## src/rtl/axis_length_split_pro_pkg.sv

```systemverilog
// axis_split_pkg: shared constants for the AXI-Stream length splitter.
// split_beat_t depends on the module's width parameters. A package cannot take
// parameters, so that struct is declared inside axis_length_split_pro with the
// field order {tdata, tkeep, tuser, tlast, frag_first, pkt_last, frag_idx}.
package axis_split_pkg;

    // A requested length of LEN_PASS means "do not split".
    localparam int LEN_PASS = 0;

endpackage

```

## src/rtl/axis_length_split_pro_if.sv

```systemverilog
// axis_length_split_pro_if: plain AXI-Stream bundle with master/slave modports.
interface axis_length_split_pro_if #(
    parameter int DSIZE = 32,
    parameter int KSIZE = DSIZE/8,
    parameter int USIZE = 1
);
    logic             tvalid;
    logic             tready;
    logic [DSIZE-1:0] tdata;
    logic [KSIZE-1:0] tkeep;
    logic [USIZE-1:0] tuser;
    logic             tlast;

    modport master (output tvalid, tdata, tkeep, tuser, tlast, input tready);
    modport slave  (input tvalid, tdata, tkeep, tuser, tlast, output tready);
endinterface

```

## src/rtl/axis_length_split_pro_skid.sv

```systemverilog
// axis_skid_slice: 2-entry valid/ready register slice for a W-bit payload.
// in_ready is a register (true when the skid entry is empty), so there is no
// combinational path from out_ready back to in_ready. Full rate with out_ready=1.
module axis_skid_slice #(
    parameter int W = 8
) (
    input  logic         aclk,
    input  logic         aresetn,
    input  logic         in_valid,
    output logic         in_ready,
    input  logic [W-1:0] in_data,
    output logic         out_valid,
    input  logic         out_ready,
    output logic [W-1:0] out_data
);
    logic         out_valid_r, out_valid_s;
    logic         skid_valid_r, skid_valid_s;
    logic         ready_r, ready_s;
    logic [W-1:0] out_data_r, out_data_s;
    logic [W-1:0] skid_data_r, skid_data_s;
    logic         in_acc_s;

    // Next-state for the output and skid entries
    always_comb begin
        out_valid_s  = out_valid_r;
        skid_valid_s = skid_valid_r;
        out_data_s   = out_data_r;
        skid_data_s  = skid_data_r;
        in_acc_s     = in_valid & ready_r;
        if (!out_valid_r || out_ready) begin
            // Output entry is free this cycle: refill from skid first, then input.
            if (skid_valid_r) begin
                out_data_s   = skid_data_r;
                out_valid_s  = 1'b1;
                skid_valid_s = 1'b0;
            end else if (in_acc_s) begin
                out_data_s  = in_data;
                out_valid_s = 1'b1;
            end else begin
                out_valid_s = 1'b0;
            end
        end else begin
            // Output stalled: an accepted beat parks in the skid entry.
            if (in_acc_s) begin
                skid_data_s  = in_data;
                skid_valid_s = 1'b1;
            end else begin
                skid_valid_s = skid_valid_r;
            end
        end
        ready_s = ~skid_valid_s;
    end

    // Slice registers; ready stays low while in reset
    always_ff @(posedge aclk or negedge aresetn) begin
        if (!aresetn) begin
            out_valid_r  <= 1'b0;
            skid_valid_r <= 1'b0;
            ready_r      <= 1'b0;
            out_data_r   <= {W{1'b0}};
            skid_data_r  <= {W{1'b0}};
        end else begin
            out_valid_r  <= out_valid_s;
            skid_valid_r <= skid_valid_s;
            ready_r      <= ready_s;
            out_data_r   <= out_data_s;
            skid_data_r  <= skid_data_s;
        end
    end

    assign in_ready  = ready_r;
    assign out_valid = out_valid_r;
    assign out_data  = out_data_r;
endmodule

```

## src/rtl/axis_length_split_pro.sv

```systemverilog
// axis_length_split_pro: cuts AXI-Stream packets into fragments of at most
// `length` beats (0 = pass through), latching `length` at start of packet,
// and adds frag_first / pkt_last sideband. Output goes through axis_skid_slice.
// Optional macro SPLIT_FRAG_IDX_EN adds the fragment index output m_frag_idx.
module axis_length_split_pro
    import axis_split_pkg::*;
#(
    parameter int DSIZE = 32,
    parameter int KSIZE = DSIZE/8,
    parameter int USIZE = 1,
    parameter int LSIZE = 16
`ifdef SPLIT_FRAG_IDX_EN
    ,
    parameter int FSIZE = 8
`endif
) (
    input  logic                    aclk,
    input  logic                    aresetn,
    input  logic [LSIZE-1:0]        length,
    axis_length_split_pro_if.slave  s_axis,
    axis_length_split_pro_if.master m_axis,
    output logic                    m_frag_first,
    output logic                    m_pkt_last
`ifdef SPLIT_FRAG_IDX_EN
    ,
    output logic [FSIZE-1:0]        m_frag_idx
`endif
);
    typedef struct packed {
        logic [DSIZE-1:0] tdata;
        logic [KSIZE-1:0] tkeep;
        logic [USIZE-1:0] tuser;
        logic             tlast;
        logic             frag_first;
        logic             pkt_last;
`ifdef SPLIT_FRAG_IDX_EN
        logic [FSIZE-1:0] frag_idx;
`endif
    } split_beat_t;

    localparam int BW = $bits(split_beat_t);

    logic             sop_r;
    logic [LSIZE-1:0] len_r;
    logic [LSIZE-1:0] cnt_r;
    logic [LSIZE-1:0] eff_len_s;
    logic             boundary_s;
    logic             acc_s;
    logic             s_ready_s;
    logic             m_valid_s;
    split_beat_t      beat_s;
    split_beat_t      m_beat_s;
`ifdef SPLIT_FRAG_IDX_EN
    logic [FSIZE-1:0] fidx_r;
`endif

    assign acc_s        = s_axis.tvalid & s_ready_s;
    assign s_axis.tready = s_ready_s;

    // Effective length, fragment boundary and the pre-slice beat
    always_comb begin
        if (sop_r) begin
            eff_len_s = length;
        end else begin
            eff_len_s = len_r;
        end
        boundary_s = (eff_len_s != LSIZE'(LEN_PASS)) && (cnt_r == (eff_len_s - LSIZE'(1)));
        beat_s       = {BW{1'b0}};
        beat_s.tdata = s_axis.tdata;
        beat_s.tkeep = s_axis.tkeep;
        beat_s.tuser = s_axis.tuser;
        beat_s.tlast = s_axis.tlast | boundary_s;
        // In pass-through the counter wraps; that wrap is not a new fragment,
        // so only the start of packet counts as a fragment start there.
        beat_s.frag_first = (cnt_r == {LSIZE{1'b0}}) &&
                            (sop_r || (eff_len_s != LSIZE'(LEN_PASS)));
        beat_s.pkt_last = s_axis.tlast;
`ifdef SPLIT_FRAG_IDX_EN
        beat_s.frag_idx = fidx_r;
`endif
    end

    // Packet/fragment tracking: start-of-packet flag, latched length, beat counter
    always_ff @(posedge aclk or negedge aresetn) begin
        if (!aresetn) begin
            sop_r <= 1'b1;
            len_r <= {LSIZE{1'b0}};
            cnt_r <= {LSIZE{1'b0}};
        end else if (acc_s) begin
            sop_r <= s_axis.tlast;
            if (sop_r) begin
                len_r <= length;
            end else begin
                len_r <= len_r;
            end
            if (s_axis.tlast || boundary_s) begin
                cnt_r <= {LSIZE{1'b0}};
            end else begin
                cnt_r <= cnt_r + LSIZE'(1);
            end
        end else begin
            sop_r <= sop_r;
            len_r <= len_r;
            cnt_r <= cnt_r;
        end
    end

`ifdef SPLIT_FRAG_IDX_EN
    // Fragment index within the packet, saturating at all-ones
    always_ff @(posedge aclk or negedge aresetn) begin
        if (!aresetn) begin
            fidx_r <= {FSIZE{1'b0}};
        end else if (acc_s && s_axis.tlast) begin
            fidx_r <= {FSIZE{1'b0}};
        end else if (acc_s && boundary_s && (fidx_r != {FSIZE{1'b1}})) begin
            fidx_r <= fidx_r + FSIZE'(1);
        end else begin
            fidx_r <= fidx_r;
        end
    end
`endif

    axis_skid_slice #(.W(BW)) u_slice (
        .aclk      (aclk),
        .aresetn   (aresetn),
        .in_valid  (s_axis.tvalid),
        .in_ready  (s_ready_s),
        .in_data   (beat_s),
        .out_valid (m_valid_s),
        .out_ready (m_axis.tready),
        .out_data  (m_beat_s)
    );

    assign m_axis.tvalid = m_valid_s;
    assign m_axis.tdata  = m_beat_s.tdata;
    assign m_axis.tkeep  = m_beat_s.tkeep;
    assign m_axis.tuser  = m_beat_s.tuser;
    assign m_axis.tlast  = m_beat_s.tlast;
    assign m_frag_first  = m_beat_s.frag_first;
    assign m_pkt_last    = m_beat_s.pkt_last;
`ifdef SPLIT_FRAG_IDX_EN
    assign m_frag_idx    = m_beat_s.frag_idx;
`endif
endmodule

```

## src/flat_wrapper.sv

```systemverilog
// flat-port wrapper written by rule: the top's interface ports become plain ports
module axis_length_split_pro_flat import axis_split_pkg::*;
#(
    parameter int DSIZE = 32,
    parameter int KSIZE = DSIZE/8,
    parameter int USIZE = 1,
    parameter int LSIZE = 16

)
  (aclk, aresetn, length, m_frag_first, m_pkt_last, s_axis_tvalid, s_axis_tdata, s_axis_tkeep, s_axis_tuser, s_axis_tlast, s_axis_tready, m_axis_tvalid, m_axis_tdata, m_axis_tkeep, m_axis_tuser, m_axis_tlast, m_axis_tready);
  axis_length_split_pro_if #(.DSIZE(DSIZE), .KSIZE(KSIZE), .USIZE(USIZE)) s_axis_i ();
  axis_length_split_pro_if #(.DSIZE(DSIZE), .KSIZE(KSIZE), .USIZE(USIZE)) m_axis_i ();
  input  logic aclk;
  input  logic aresetn;
  input  logic [LSIZE-1:0] length;
  output logic m_frag_first;
  output logic m_pkt_last;
  input wire logic [$bits(s_axis_i.tvalid)-1:0] s_axis_tvalid;
  input wire logic [$bits(s_axis_i.tdata)-1:0] s_axis_tdata;
  input wire logic [$bits(s_axis_i.tkeep)-1:0] s_axis_tkeep;
  input wire logic [$bits(s_axis_i.tuser)-1:0] s_axis_tuser;
  input wire logic [$bits(s_axis_i.tlast)-1:0] s_axis_tlast;
  output wire logic [$bits(s_axis_i.tready)-1:0] s_axis_tready;
  output wire logic [$bits(m_axis_i.tvalid)-1:0] m_axis_tvalid;
  output wire logic [$bits(m_axis_i.tdata)-1:0] m_axis_tdata;
  output wire logic [$bits(m_axis_i.tkeep)-1:0] m_axis_tkeep;
  output wire logic [$bits(m_axis_i.tuser)-1:0] m_axis_tuser;
  output wire logic [$bits(m_axis_i.tlast)-1:0] m_axis_tlast;
  input wire logic [$bits(m_axis_i.tready)-1:0] m_axis_tready;
  assign s_axis_i.tvalid = s_axis_tvalid;
  assign s_axis_i.tdata = s_axis_tdata;
  assign s_axis_i.tkeep = s_axis_tkeep;
  assign s_axis_i.tuser = s_axis_tuser;
  assign s_axis_i.tlast = s_axis_tlast;
  assign s_axis_tready = s_axis_i.tready;
  assign m_axis_tvalid = m_axis_i.tvalid;
  assign m_axis_tdata = m_axis_i.tdata;
  assign m_axis_tkeep = m_axis_i.tkeep;
  assign m_axis_tuser = m_axis_i.tuser;
  assign m_axis_tlast = m_axis_i.tlast;
  assign m_axis_i.tready = m_axis_tready;
  axis_length_split_pro #(.DSIZE(DSIZE), .KSIZE(KSIZE), .USIZE(USIZE), .LSIZE(LSIZE)) u_core (.aclk(aclk), .aresetn(aresetn), .length(length), .s_axis(s_axis_i), .m_axis(m_axis_i), .m_frag_first(m_frag_first), .m_pkt_last(m_pkt_last));
endmodule
```

## config.mk

```make
export PLATFORM = sky130hd
export DESIGN_NAME = axis_length_split_pro_flat
export DESIGN_NICKNAME = d
export VERILOG_FILES = /design/src/rtl/axis_length_split_pro_pkg.sv /design/src/rtl/axis_length_split_pro_if.sv /design/src/rtl/axis_length_split_pro_skid.sv /design/src/rtl/axis_length_split_pro.sv /design/src/flat_wrapper.sv
export SDC_FILE = /design/constraint.sdc
export NUM_CORES = 1
export LEC_CHECK = 0
export ABC_AREA = 1
export CORE_MARGIN = 1
export CORE_UTILIZATION = 54
export DETAILED_ROUTE_END_ITERATION = 8
export GPL_ROUTABILITY_DRIVEN = 0
export PLACE_DENSITY = 0.78
export SYNTH_ARGS = -nofsm -noshare
export SYNTH_HDL_FRONTEND = slang
export SYNTH_SLANG_ARGS = --single-unit
```

## constraint.sdc

```tcl
create_clock -name aclk -period 3.3 [get_ports aclk]
set_input_delay 0.66 -clock aclk [delete_from_list [all_inputs] [get_ports aclk]]
set_output_delay 0.66 -clock aclk [all_outputs]
set_load 0.01 [all_outputs]
```

# == After elaboration in Yosys (flattened, before gate mapping) ==
# Cells that the tools add are included.
# totals
regBits,116
input_bits,58
out_inout_bits,42
word_cells,34
# classes
addsub,2
n_eq_ne,1
n_mux,8
n_bitwise,4
reduce_logical,11
# op_table
op,count
2-to-1 mux 40 bit,2
2-to-1 mux 16 bit,2
"adder 16 x 1 -> 16 bit, second input constant",1
equality test 16 bit,1
zero test 16 bit,1
nonzero test 16 bit,1
"subtractor 16 x 1 -> 16 bit, second input constant",1
2-to-1 mux 1 bit,4
AND reduction 2 bit,2
logical OR 1 bit,3
logical AND 1 bit,2
NOT 1 bit,2
nonzero test 2 bit,1
AND 1 bit,1
zero test 1 bit,1
bitwise OR 1 bit,1

# == Longest topological paths before layout ==
# Gate-level depths: netlist of run 1.
# depth
word_depth,7
ltp_mapped,18
mapped_depth_nobuf,18

# == By module ==
# Synthesis of run 1 repeated with hierarchy kept, for this count alone.
# unflattened
cells_unflattened,884
area_unflattened_um2,6427.4
# modules_own_cells
mod,instances,cells_per_inst,area_each_um2,seq_area_each_um2
axis_skid_slice,1,483,3762.4,2077.0
axis_length_split_pro,1,401,2665.1,827.0

# == Worst setup path after synthesis of run 1 ==
# No wires, ideal clock.
# synth_path
path_type,input to register
from,in length[0]
to,reg u_core.cnt_r[10]
setup_ns,0.140
t_arrival_ns,2.301
required_time_ns,3.160
path_slack_ns,0.859
path_stages,16
n_path_buf,1
path_cell_list,inv_1 > nand2_2 > nand2_2 > ha_1 > nand3_1 > nor2_1 > nand2_1 > inv_2 > nand2_1 > nand2_1 > nand3_1 > nor2_1 > nand3_1 > o21bai_4 > buf_6 > a21oi_2
# synth_via
elab_chain_cells,6
word_cells_on_any_way,7
# synth_lines
element,line_no,text
from (decl),flat_wrapper.sv:15,input logic [LSIZE-1:0] length;
2-to-1 mux 16 bit (*),n/a,
subtractor 16 x 1 -> 16 bit,axis_length_split_pro.sv:67,boundary_s = (eff_len_s != LSIZE'(LEN_PASS)) && (cnt_r == (eff_len_s - LSIZE'(1)));
equality test 16 bit,axis_length_split_pro.sv:67,
logical AND 1 bit (*),axis_length_split_pro.sv:67,
logical OR 1 bit (*),axis_length_split_pro.sv:96,if (s_axis.tlast || boundary_s) begin
2-to-1 mux 16 bit (*),axis_length_split_pro.sv:96,
to (signal assigned),axis_length_split_pro.sv:97,cnt_r <= {LSIZE{1'b0}};
to (signal assigned),axis_length_split_pro.sv:99,cnt_r <= cnt_r + LSIZE'(1);
to (signal assigned),axis_length_split_pro.sv:104,cnt_r <= cnt_r;
to (decl),axis_length_split_pro.sv:45,logic [LSIZE-1:0] cnt_r;
# Every way passes the cells marked *; elsewhere a longest branch is shown, timed or not.
# A chain may end at the register's enable or synchronous reset.

# == Worst setup path after layout of run 1 ==
# layout_path
from,reg u_core.sop_r
to,reg u_core.cnt_r[15]
# layout_via
elab_chain_cells,6
word_cells_on_any_way,7
# layout_lines
element,line_no,text
from (decl),axis_length_split_pro.sv:43,logic sop_r;
from (signal assigned),axis_length_split_pro.sv:90,sop_r <= s_axis.tlast;
from (signal assigned),axis_length_split_pro.sv:102,sop_r <= sop_r;
2-to-1 mux 16 bit (*),n/a,
subtractor 16 x 1 -> 16 bit,axis_length_split_pro.sv:67,
equality test 16 bit,axis_length_split_pro.sv:67,
logical AND 1 bit (*),axis_length_split_pro.sv:67,
logical OR 1 bit (*),axis_length_split_pro.sv:96,
2-to-1 mux 16 bit (*),axis_length_split_pro.sv:96,
# Marks and branches as above.

==> summary.md, run 1 <==
| Metric | Value |
|---|---|
| Status | finished, final reports clean |
| CP arrival | 3230 ps |
| Vias in the first global route | 5,490 |
| DRT iter0 DRCs | 375 |
| Core Region | 10,500 sq um |
| Synth area leaders | dfrtp_1 (48%), nand2_1 (21%), nor2_1 (4.8%), a31oi_1 (4.0%), inv_1 (4.0%) |
| Peak supply drop | 553 uV |
| H-tree Lvls | 4 |
| CTS Buffer Depth | 2 |
| Critical path fanouts, max | 19 |
| Synthesis-to-finish area growth | 29.0% |
| Drt pass-1 iters | 7 |
| Slew headroom | 60.9% |
| Floorplan row count | 37 |
| Setup TNS after final layout | 0 ps |
| DRT Wirelength | 14,900 microns |
| Setup violators final | 0 |
| Tot GR Track Use | 28.0% |
| Mapped cell area | 5960 sq um |
| Routed wire per std cell | 14.4 microns |
| Clock Sink Count | 116 |
| Final worst path period need | 2850 ps |
| TritonCTS Buffers | 17 |
| Sequential area share after synthesis | 48.8% |
| Average instance area after synthesis | 7.49 sq um |
| Cell variety after synth | 32 |
| Area leader, netlist | dfrtp_1 |
| Initial antenna violation count | 0 |
| DR DRC count | 0 |
| Worst slew pin tran | 586 ps |
| Cells after synthesis | 795 |
| Pin count of the biggest net entering global routing | 76 |
| FMAX | 0.350 GHz |
| Number of antenna-violating nets in the routed design | 0 |
| First-pass GRT wire length | 25,100 microns |
| Worst Setup End Kind | flip-flop |
| CTS tree | done |
| Die extent in x | 107 microns |
| Share of cells above drive strength 1 | 8.20% |
| Global route overflow | 0 |
| Die H | 107 microns |
| YS warnings | 0 |
| Max Slew Vio Count | 0 |
| RSZ-0062 raised after global routing | no |
| Synth Register Bits | 116 |
| ANT cells | 0 |
| Final Hold Fails | 0 |
| Worst r2r path cells | 16 |
| Hpwl dp | 9860 microns |
| Total power draw | 5.40 mW |
| PostCTS Resize Cnt | 0 |
| # hold bufs at CTS | 0 |
| Routed via count | 5,576 |
| Vias per cell | 5.37 |
| Fin crit share | 86.5% |
| Power Density | 703 nW/um^2 |
| Root Buffer | clkbuf_8 |
| WP data required | 3680 ps |
| Max_cap viols | 0 |
| Leakage power | 3.73 nW |
| Pre-CTS WS | 174 ps |
| Layout Skew | 9.93 ps |
| Area share of the largest cell type after synthesis | 48.3% |
| Clk slew on worst S/H paths | 60 ps |
| Clock Latency Late Sink | 510 ps |
| Placed cell area | 7080 sq um |
| # IOs | 100 |
| Final worst setup slack | 446 ps |
| Nets | 950 |
| Mapped Nets | 856 |
| Die area | 11,500 sq um |
| Critical path class | reg -> reg |
| Starting density of the core | 56.7% |
| Worst setup SP type | flip-flop |
| Worst hold path type | in -> async |
| Setup Buffers After CTS | 0 |
| PortBufs | 99 |
| Finished Cell Area | 7680 sq um |
## per-layer routing
layer  global-route usage [%]  wire length (microns)  vias up
met5                        0                      0        -
met4                     9.30                    281        0
met3                     8.09                   1000       31
met2                     46.2                   7330      204
met1                     35.3                   6300     2658
li1                         -                      -     2683
## critical path, cell delays in order, from the launching register on
cell,delay [ps]
dfstp_2,430
inv_2,280
nand2_1,140
nand2_2,140
ha_1,240
nand3_1,100
nor2_1,180
nand2_1,130
inv_2,120
nand3_1,90
nand2_1,90
nand2_1,60
nor2_1,120
nand3_1,180
o21bai_4,180
buf_12,170
a21oi_1,70
## final cells by class
class / instances / area (sq um)
sequential: 116 / 2900
fill: 784 / 2830
multi-input combinational: 578 / 2650
timing repair buffer: 109 / 1100
clock buffer: 21 / 459
inverter: 67 / 251
tap: 136 / 170
clock inverter: 11 / 148
## where the power goes
group          switching [mW]  internal (mW)
sequential              0.242           1.81
clock                   0.651           1.21
combinational           0.825          0.665
## synthesized netlist by cell type
cell type,count
nand2_1,341
dfrtp_1,115
nor2_1,76
inv_1,63
a31oi_1,38
clkbuf_1,23
o21ai_0,22
xor2_1,19
nand3_1,16
a21oi_2,10
a21oi_1,9
nand2_2,7
nand4_1,7
buf_1,6
nor3_1,6
buf_6,4
inv_2,4
ha_1,3
nor2_2,3
nor4_1,3
o21ai_1,3
xnor2_1,3
nand3_2,2
nor2_4,2
o211ai_1,2
o21bai_1,2
buf_2,1
dfstp_2,1
nand3b_1,1
o2111ai_1,1
o21bai_4,1
o31ai_1,1
## cells in the final DEF (no fill, tap or decap), drive strengths merged, types with 11 or more instances in the layout
| master | count |
|---|---|
| a21oi | 19 |
| a31oi | 38 |
| buf | 11 |
| clkbuf | 21 |
| clkdlybuf4s50 | 98 |
| dfrtp | 115 |
| inv | 69 |
| nand2 | 348 |
| nand3 | 18 |
| nor2 | 81 |
| o21ai | 25 |
| xor2 | 19 |
## cells by family (layout without fill, tap and decap cells)
kind of cell               count (synthesis)  count (layout)  synth area share (%)
buffers and inverters                    101             208                  6.89
adders and majority gates                  3               3                 0.630
xor gates and xnor gates                  22              22                  3.24
DFF                                      116             116                  48.8
AOI/OAI and AO/OA                         89              89                  9.41
and+or+nand+nor                          464             464                  31.1
## through the flow
stage                     instances  hold WS (ps)  utilization, %
after floorplan                 795           364               -
after global placement         1006           453            67.3
after detailed placement       1006           459            67.3
after CTS                      1038           159            73.1
after global routing           1038           171            73.1
final                          1038           145            73.1
## state kept, by name, summed over array words and instances, names as in the netlist
name	flops
u_core.cnt_r	16
u_core.u_slice.in_ready	1
u_core.u_slice.skid_data_r	40
u_core.u_slice.out_data	40
u_core.len_r	16
u_core.u_slice.skid_valid_r	1
u_core.u_slice.out_valid	1
u_core.sop_r	1
## path summary, 6_finish.rpt
check | from | endpoint | slack [ps]
max reg2reg | u_core.sop_r | u_core.cnt_r[15] | 450
min | aresetn | u_core.len_r[8] | 140
min in group aclk | u_core.u_slice.skid_data_r[33] | u_core.u_slice.skid_data_r[33] | 470
min reg2reg | u_core.u_slice.skid_data_r[33] | u_core.u_slice.skid_data_r[33] | 470
max | u_core.sop_r | u_core.cnt_r[15] | 450
max in group asynchronous | aresetn | u_core.len_r[13] | 2390
(Power assumes the default switching activity.)
==> run 2: changes to the inputs <==
ABC_AREA = 0   (was 1)
CORE_UTILIZATION = 53   (was 54)
PLACE_DENSITY = 0.77   (was 0.78)
==> summary.md, run 2 <==
| Metric | Value |
|---|---|
| Largest family of logic cells by synthesized area | multiplexers |
| Fin crit share | 89.8% |
| RSZ-0062 raised after global routing | no |
| Synthesis-to-finish area growth | 29.9% |
| Final worst setup slack | 336 ps |
| Cell variety after synth | 61 |
| Mux cell area share after synthesis | 19.9% |
| Routed wire per std cell | 17.3 microns |
| DR DRC count | 0 |
| Asr flop ratio synth | 100% |
| Crit path launch | u_core.sop_r |
| Clock Sink Count | 116 |
| Initial antenna violation count | 0 |
| Vias in the first global route | 4,552 |
| Finished Cell Area | 7600 sq um |
| Max Slew Vio Count | 0 |
| H-tree Lvls | 4 |
| TritonCTS Buffers | 17 |
| Worst r2r path cells | 10 |
| Max_cap viols | 0 |
| Synth Register Bits | 116 |
| Drt pass-1 iters | 4 |
| Vias per cell | 5.63 |
| Final worst path period need | 2960 ps |
| Synth Area in Simple Gates | 14.1% |
| Reg-to-reg endpoint | u_core.cnt_r[13] |
| Mapped Nets | 581 |
| Nets | 689 |
| Worst Setup End Kind | flip-flop |
| Synth area leaders | dfrtp_1 (49%), mux2_2 (9.6%), mux2i_1 (8.4%), a21oi_1 (3.7%), nor2_1 (3.5%) |
| Largest stage delay on the critical path | 610 ps |
| R2R Setup Slk | 340 ps |
| YS warnings | 0 |
| CP top delay family | simple AND/OR/NAND/NOR gates |
| Root Buffer | clkbuf_8 |
| Area share of the largest cell type after synthesis | 49.2% |
| Worst slew pin tran | 949 ps |
| FILL cells | 744 |
| Setup Buffers After CTS | 0 |
| Die area | 11,500 sq um |
| Slowest cell on crit path | dfstp_2 |
| Starting density of the core | 55.7% |
| DRT iter0 DRCs | 221 |
| Setup violators final | 0 |
| Core Region | 10,500 sq um |
| Pre-CTS WS | -17.0 ps |
| ANT cells | 0 |
| PostCTS Resize Cnt | 0 |
| EDFF count, synth | 0 |
| Area leader, netlist | dfrtp_1 |
| FF-to-FF Start | u_core.sop_r |
| Global route overflow | 0 |
| # hold bufs at CTS | 0 |
| Number of antenna-violating nets in the routed design | 0 |
| Layout Skew | 5.92 ps |
| CTS tree | done |
| Critical path class | reg -> reg |
| Placed cell area | 7030 sq um |
| Cells after synthesis | 520 |
| WP buf/inv | 1 |
| First-pass GRT wire length | 22,200 microns |
| WP data required | 3680 ps |
| Die H | 107 microns |
| Most common cell after layout, fill and taps aside | dfrtp_1 |
| Slew headroom | 36.7% |
| Pin count of the biggest net entering global routing | 77 |
| Sequential area share after synthesis | 49.6% |
| Final Hold Fails | 0 |
| Tot GR Track Use | 25.4% |
| CP arrival | 3340 ps |
| Floorplan row count | 37 |
| Xor-xnor portion of the synthesized cell area | 5.18% |
| Peak supply drop | 462 uV |
| Total power draw | 5.29 mW |
| FMAX | 0.337 GHz |
| Post-synth top flop | dfrtp_1 |
| Worst hold path type | in -> async |
| Clk slew on worst S/H paths | 60 ps |
| Critical path fanouts, max | 11 |
| PortBufs | 99 |
| Worst setup SP type | flip-flop |
| Clock Latency Late Sink | 520 ps |
| DRT Wirelength | 13,400 microns |
| Synth top cells by count | dfrtp_1 (115), nor2_1 (55), mux2_2 (50) |
| Mapped cell area | 5850 sq um |
| Most frequent cells in the layout | dfrtp_1 (114), clkdlybuf4s50_1 (98), nor2_1 (54) |
| Compound-Gate Fraction of Synth Area | 7.42% |
| Top-count cell post-synth | dfrtp_1 |
| Share of cells above drive strength 1 | 19.2% |
| Routed via count | 4,370 |
| # IOs | 100 |
| Die extent in x | 107 microns |
| Leakage power | 3.09 nW |
| Fin util | 72.3% |
| Hpwl dp | 9070 microns |
| CP cell instances | mux2i_1, ha_1, or4b_1, o22a_1, nand3b_1, nand3_1, nand4bb_1, nor4_1, buf_4, nor3_1 |
| Average instance area after synthesis | 11.3 sq um |
| Post-synthesis adder-cell area fraction | 0.642% |
| Power Density | 696 nW/um^2 |
| Status | finished, final reports clean |
| CTS Buffer Depth | 2 |
[run 2: worst max path at each step]
| stage | to | slack (ps) | cells after the start |
|---|---|---|---|
| floorplan | u_core.cnt_r[10] | 170 | 13 |
| global placement | u_core.cnt_r[8] | 30 | 11 |
| detailed placement | u_core.cnt_r[13] | -20 | 11 |
| CTS | u_core.cnt_r[13] | 360 | 10 |
| global route | u_core.cnt_r[6] | 110 | 10 |
| finish | u_core.cnt_r[13] | 340 | 10 |
[run 2: final cells by class]
class | instances | area [sq um] | area share, %
Tap cell | 136 | 170 | 2.24
Timing Repair Buffer | 119 | 1160 | 15.3
Clock inverter | 8 | 101 | 1.33
Clock buffer | 23 | 467 | 6.14
Multi-Input combinational cell | 369 | 2780 | 36.5
Inverter | 5 | 18.8 | 0.247
Sequential cell | 116 | 2910 | 38.2
[run 2: per-stage QoR]
stage                     instances  TNS, ps  hold WS [ps]
after detailed placement        745    -88.2           477
after global placement          745        0           466
after CTS                       776        0           328
after global routing            776        0           357
after floorplan                 520        0           364
final                           776        0           302
[run 2: cell families (layout without fill, tap and decap cells)]
group / count (synthesis) / after routing
multiplexers: 106 / 106
buffers and inverters: 35 / 155
AND/OR/NAND/NOR: 154 / 154
AO/OA/AOI/OAI: 73 / 73
flip-flops: 116 / 116
adder cells (fa/ha/maj): 3 / 3
XOR/XNOR: 33 / 33
[run 2: routing by layer]
metal | track usage [%] | wire length, microns | vias up | part of all wire [%]
met1 | 31.4 | 5740 | 2175 | 43
met4 | 7.34 | 112 | 0 | 0.83
met2 | 42.0 | 6780 | 111 | 51
li1 | - | - | 2072 | -
met3 | 8.75 | 793 | 12 | 5.9
met5 | 0 | 0 | - | 0
[run 2: report_power, final]
part	leakage (nW)	internal (mW)	switching, mW	total, mW
combinational	1.44	0.810	0.669	1.48
clock	0.282	1.13	0.618	1.75
sequential	1.37	1.79	0.272	2.06
==> run 3: changes to the inputs <==
PLACE_DENSITY = 0.8   (was 0.77)
==> summary.md, run 3 (synthesis gave the netlist of run 2 again) <==
| Metric | Value |
|---|---|
| Routed wire per std cell | 17.4 microns |
| Crit path launch | u_core.sop_r |
| DR DRC count | 0 |
| PortBufs | 99 |
| Hold Slack | 256 ps |
| Number of antenna-violating nets in the routed design | 0 |
| Vias in the first global route | 4,593 |
| Synthesis-to-finish area growth | 29.3% |
| Worst setup SP type | flip-flop |
| H-tree Lvls | 4 |
| Most frequent cells in the layout | dfrtp_1 (114), clkdlybuf4s50_1 (98), nor2_1 (54) |
| Tot GR Track Use | 25.3% |
| Vias per cell | 5.73 |
| Comb pwr share | 27.9% |
| Max_cap viols | 0 |
| Final worst setup slack | 231 ps |
| Global route overflow | 0 |
| Sw power | 1.67 mW |
| Setup TNS after final layout | 0 ps |
| Largest stage delay on the critical path | 660 ps |
| CTS Buffer Depth | 2 |
| Seq pwr share | 39.0% |
| Slew headroom | 40.9% |
| Critical path fanouts, max | 11 |
| Layout Skew | 6.22 ps |
| Clk slew on worst S/H paths | 60 ps |
| Floorplan row count | 37 |
| Final Hold Fails | 0 |
| Die area | 11,500 sq um |
| CTS tree | done |
| Pre-CTS WS | -98.4 ps |
| RSZ-0062 raised after global routing | no |
| Setup violators final | 0 |
| WP data required | 3670 ps |
| FILL cells | 758 |
| Leakage power | 3.05 nW |
| Sw frac | 31.5% |
| CP arrival | 3440 ps |
| # IOs | 100 |
| Clock Latency Late Sink | 520 ps |
| TritonCTS Buffers | 17 |
| Core Region | 10,500 sq um |
| Die H | 107 microns |
| Setup Buffers After CTS | 0 |
| First-pass GRT wire length | 22,300 microns |
| Total power draw | 5.29 mW |
| ANT cells | 0 |
| Peak supply drop | 367 uV |
| Critical path class | reg -> reg |
| FMAX | 0.326 GHz |
| Clock Sink Count | 116 |
| Cell Int Power | 3.62 mW |
| Slowest cell on crit path | dfstp_2 |
| Fin crit share | 93.0% |
| # hold bufs at CTS | 0 |
| Worst Setup End Kind | flip-flop |
| DRT iter0 DRCs | 218 |
| DRT Wirelength | 13,400 microns |
| Clock share of power | 33.1% |
| Share of cells above drive strength 1 | 18.9% |
| PostCTS Resize Cnt | 0 |
| Status | finished, final reports clean |
| Nets | 683 |
| Hpwl dp | 9020 microns |
| CP cell instances | mux2i_2, ha_1, or4b_1, o22a_1, nand3b_1, nand3_1, nand4bb_1, nor4_1, buf_4, nor3_1 |
| Pin count of the biggest net entering global routing | 70 |
| Worst slew pin tran | 887 ps |
| Power Density | 699 nW/um^2 |
| Root Buffer | clkbuf_8 |
| Max Slew Vio Count | 0 |
| Initial antenna violation count | 0 |
| Die extent in x | 107 microns |
| Routed via count | 4,414 |
| Starting density of the core | 55.7% |
| Drt pass-1 iters | 5 |
| Most common cell after layout, fill and taps aside | dfrtp_1 |
| FF-to-FF Start | u_core.sop_r |
| Worst hold path type | in -> async |
| Final worst path period need | 3070 ps |
| Worst r2r path cells | 10 |
run 3: changes by cell type in the layout (fill, tap and decap cells not counted), moves of 3 or more:
cell        previous run  this run
clkinv_2               3         0
clkinvlp_4             0         4
inv_6                  0         6
buf_4                 19        12
clkbuf_8               4         1
run 3: path summary, 6_finish.rpt:
| kind | end | slack (ps) |
|---|---|---|
| max in group asynchronous | u_core.sop_r | 2220 |
| min in group aclk | u_core.u_slice.skid_data_r[1] | 490 |
| worst max register to register | u_core.cnt_r[13] | 230 |
| worst min-delay path | u_core.len_r[3] | 260 |
| worst max-delay path | u_core.cnt_r[13] | 230 |
| worst min register to register | u_core.u_slice.skid_data_r[1] | 490 |
run 3: per-stage QoR:
stage               cell area [sq um]  util (%)  cells
floorplan                        5850         -    520
global placement                 7000      66.6    739
detailed placement               7000      66.6    739
CTS                              7560      72.0    771
global route                     7560      72.0    771
finish                           7560      72.0    771
run 3: final cells by class:
cell class | instances | area [sq um] | share of cell area, %
Sequential cell | 116 | 2910 | 38.4
Multi-Input combinational cell | 369 | 2780 | 36.7
Timing Repair Buffer | 113 | 1130 | 15.0
Clock buffer | 18 | 418 | 5.53
Tap cell | 136 | 170 | 2.25
Clock inverter | 14 | 144 | 1.90
Inverter | 5 | 18.8 | 0.248
run 3: power by group through the flow:
stage,Combinational (mW),Sequential [mW],Clock (mW)
floorplan,0.838,2.07,0
global placement,1.42,2.05,0
detailed placement,1.47,2.08,0
CTS,1.49,2.06,1.77
global route,1.61,2.11,1.84
finish,1.47,2.06,1.75
run 3: layer usage:
layer | GRT usage [%] | wire, microns | share of wire, %
met5 | 0 | 0 | 0
met3 | 7.54 | 874 | 6.5
met1 | 31.1 | 5600 | 42
met4 | 8.81 | 174 | 1.3
met2 | 42.5 | 6770 | 50
run 3: critical path, delay by kind of cell (launching register included):
family / cells / cell delay, ps
AO/OA/AOI/OAI: 1 / 210
adder cells (fa/ha/maj): 1 / 240
buffers and inverters: 1 / 240
flip-flops: 1 / 660
multiplexers: 1 / 280
AND/OR/NAND/NOR: 6 / 1300
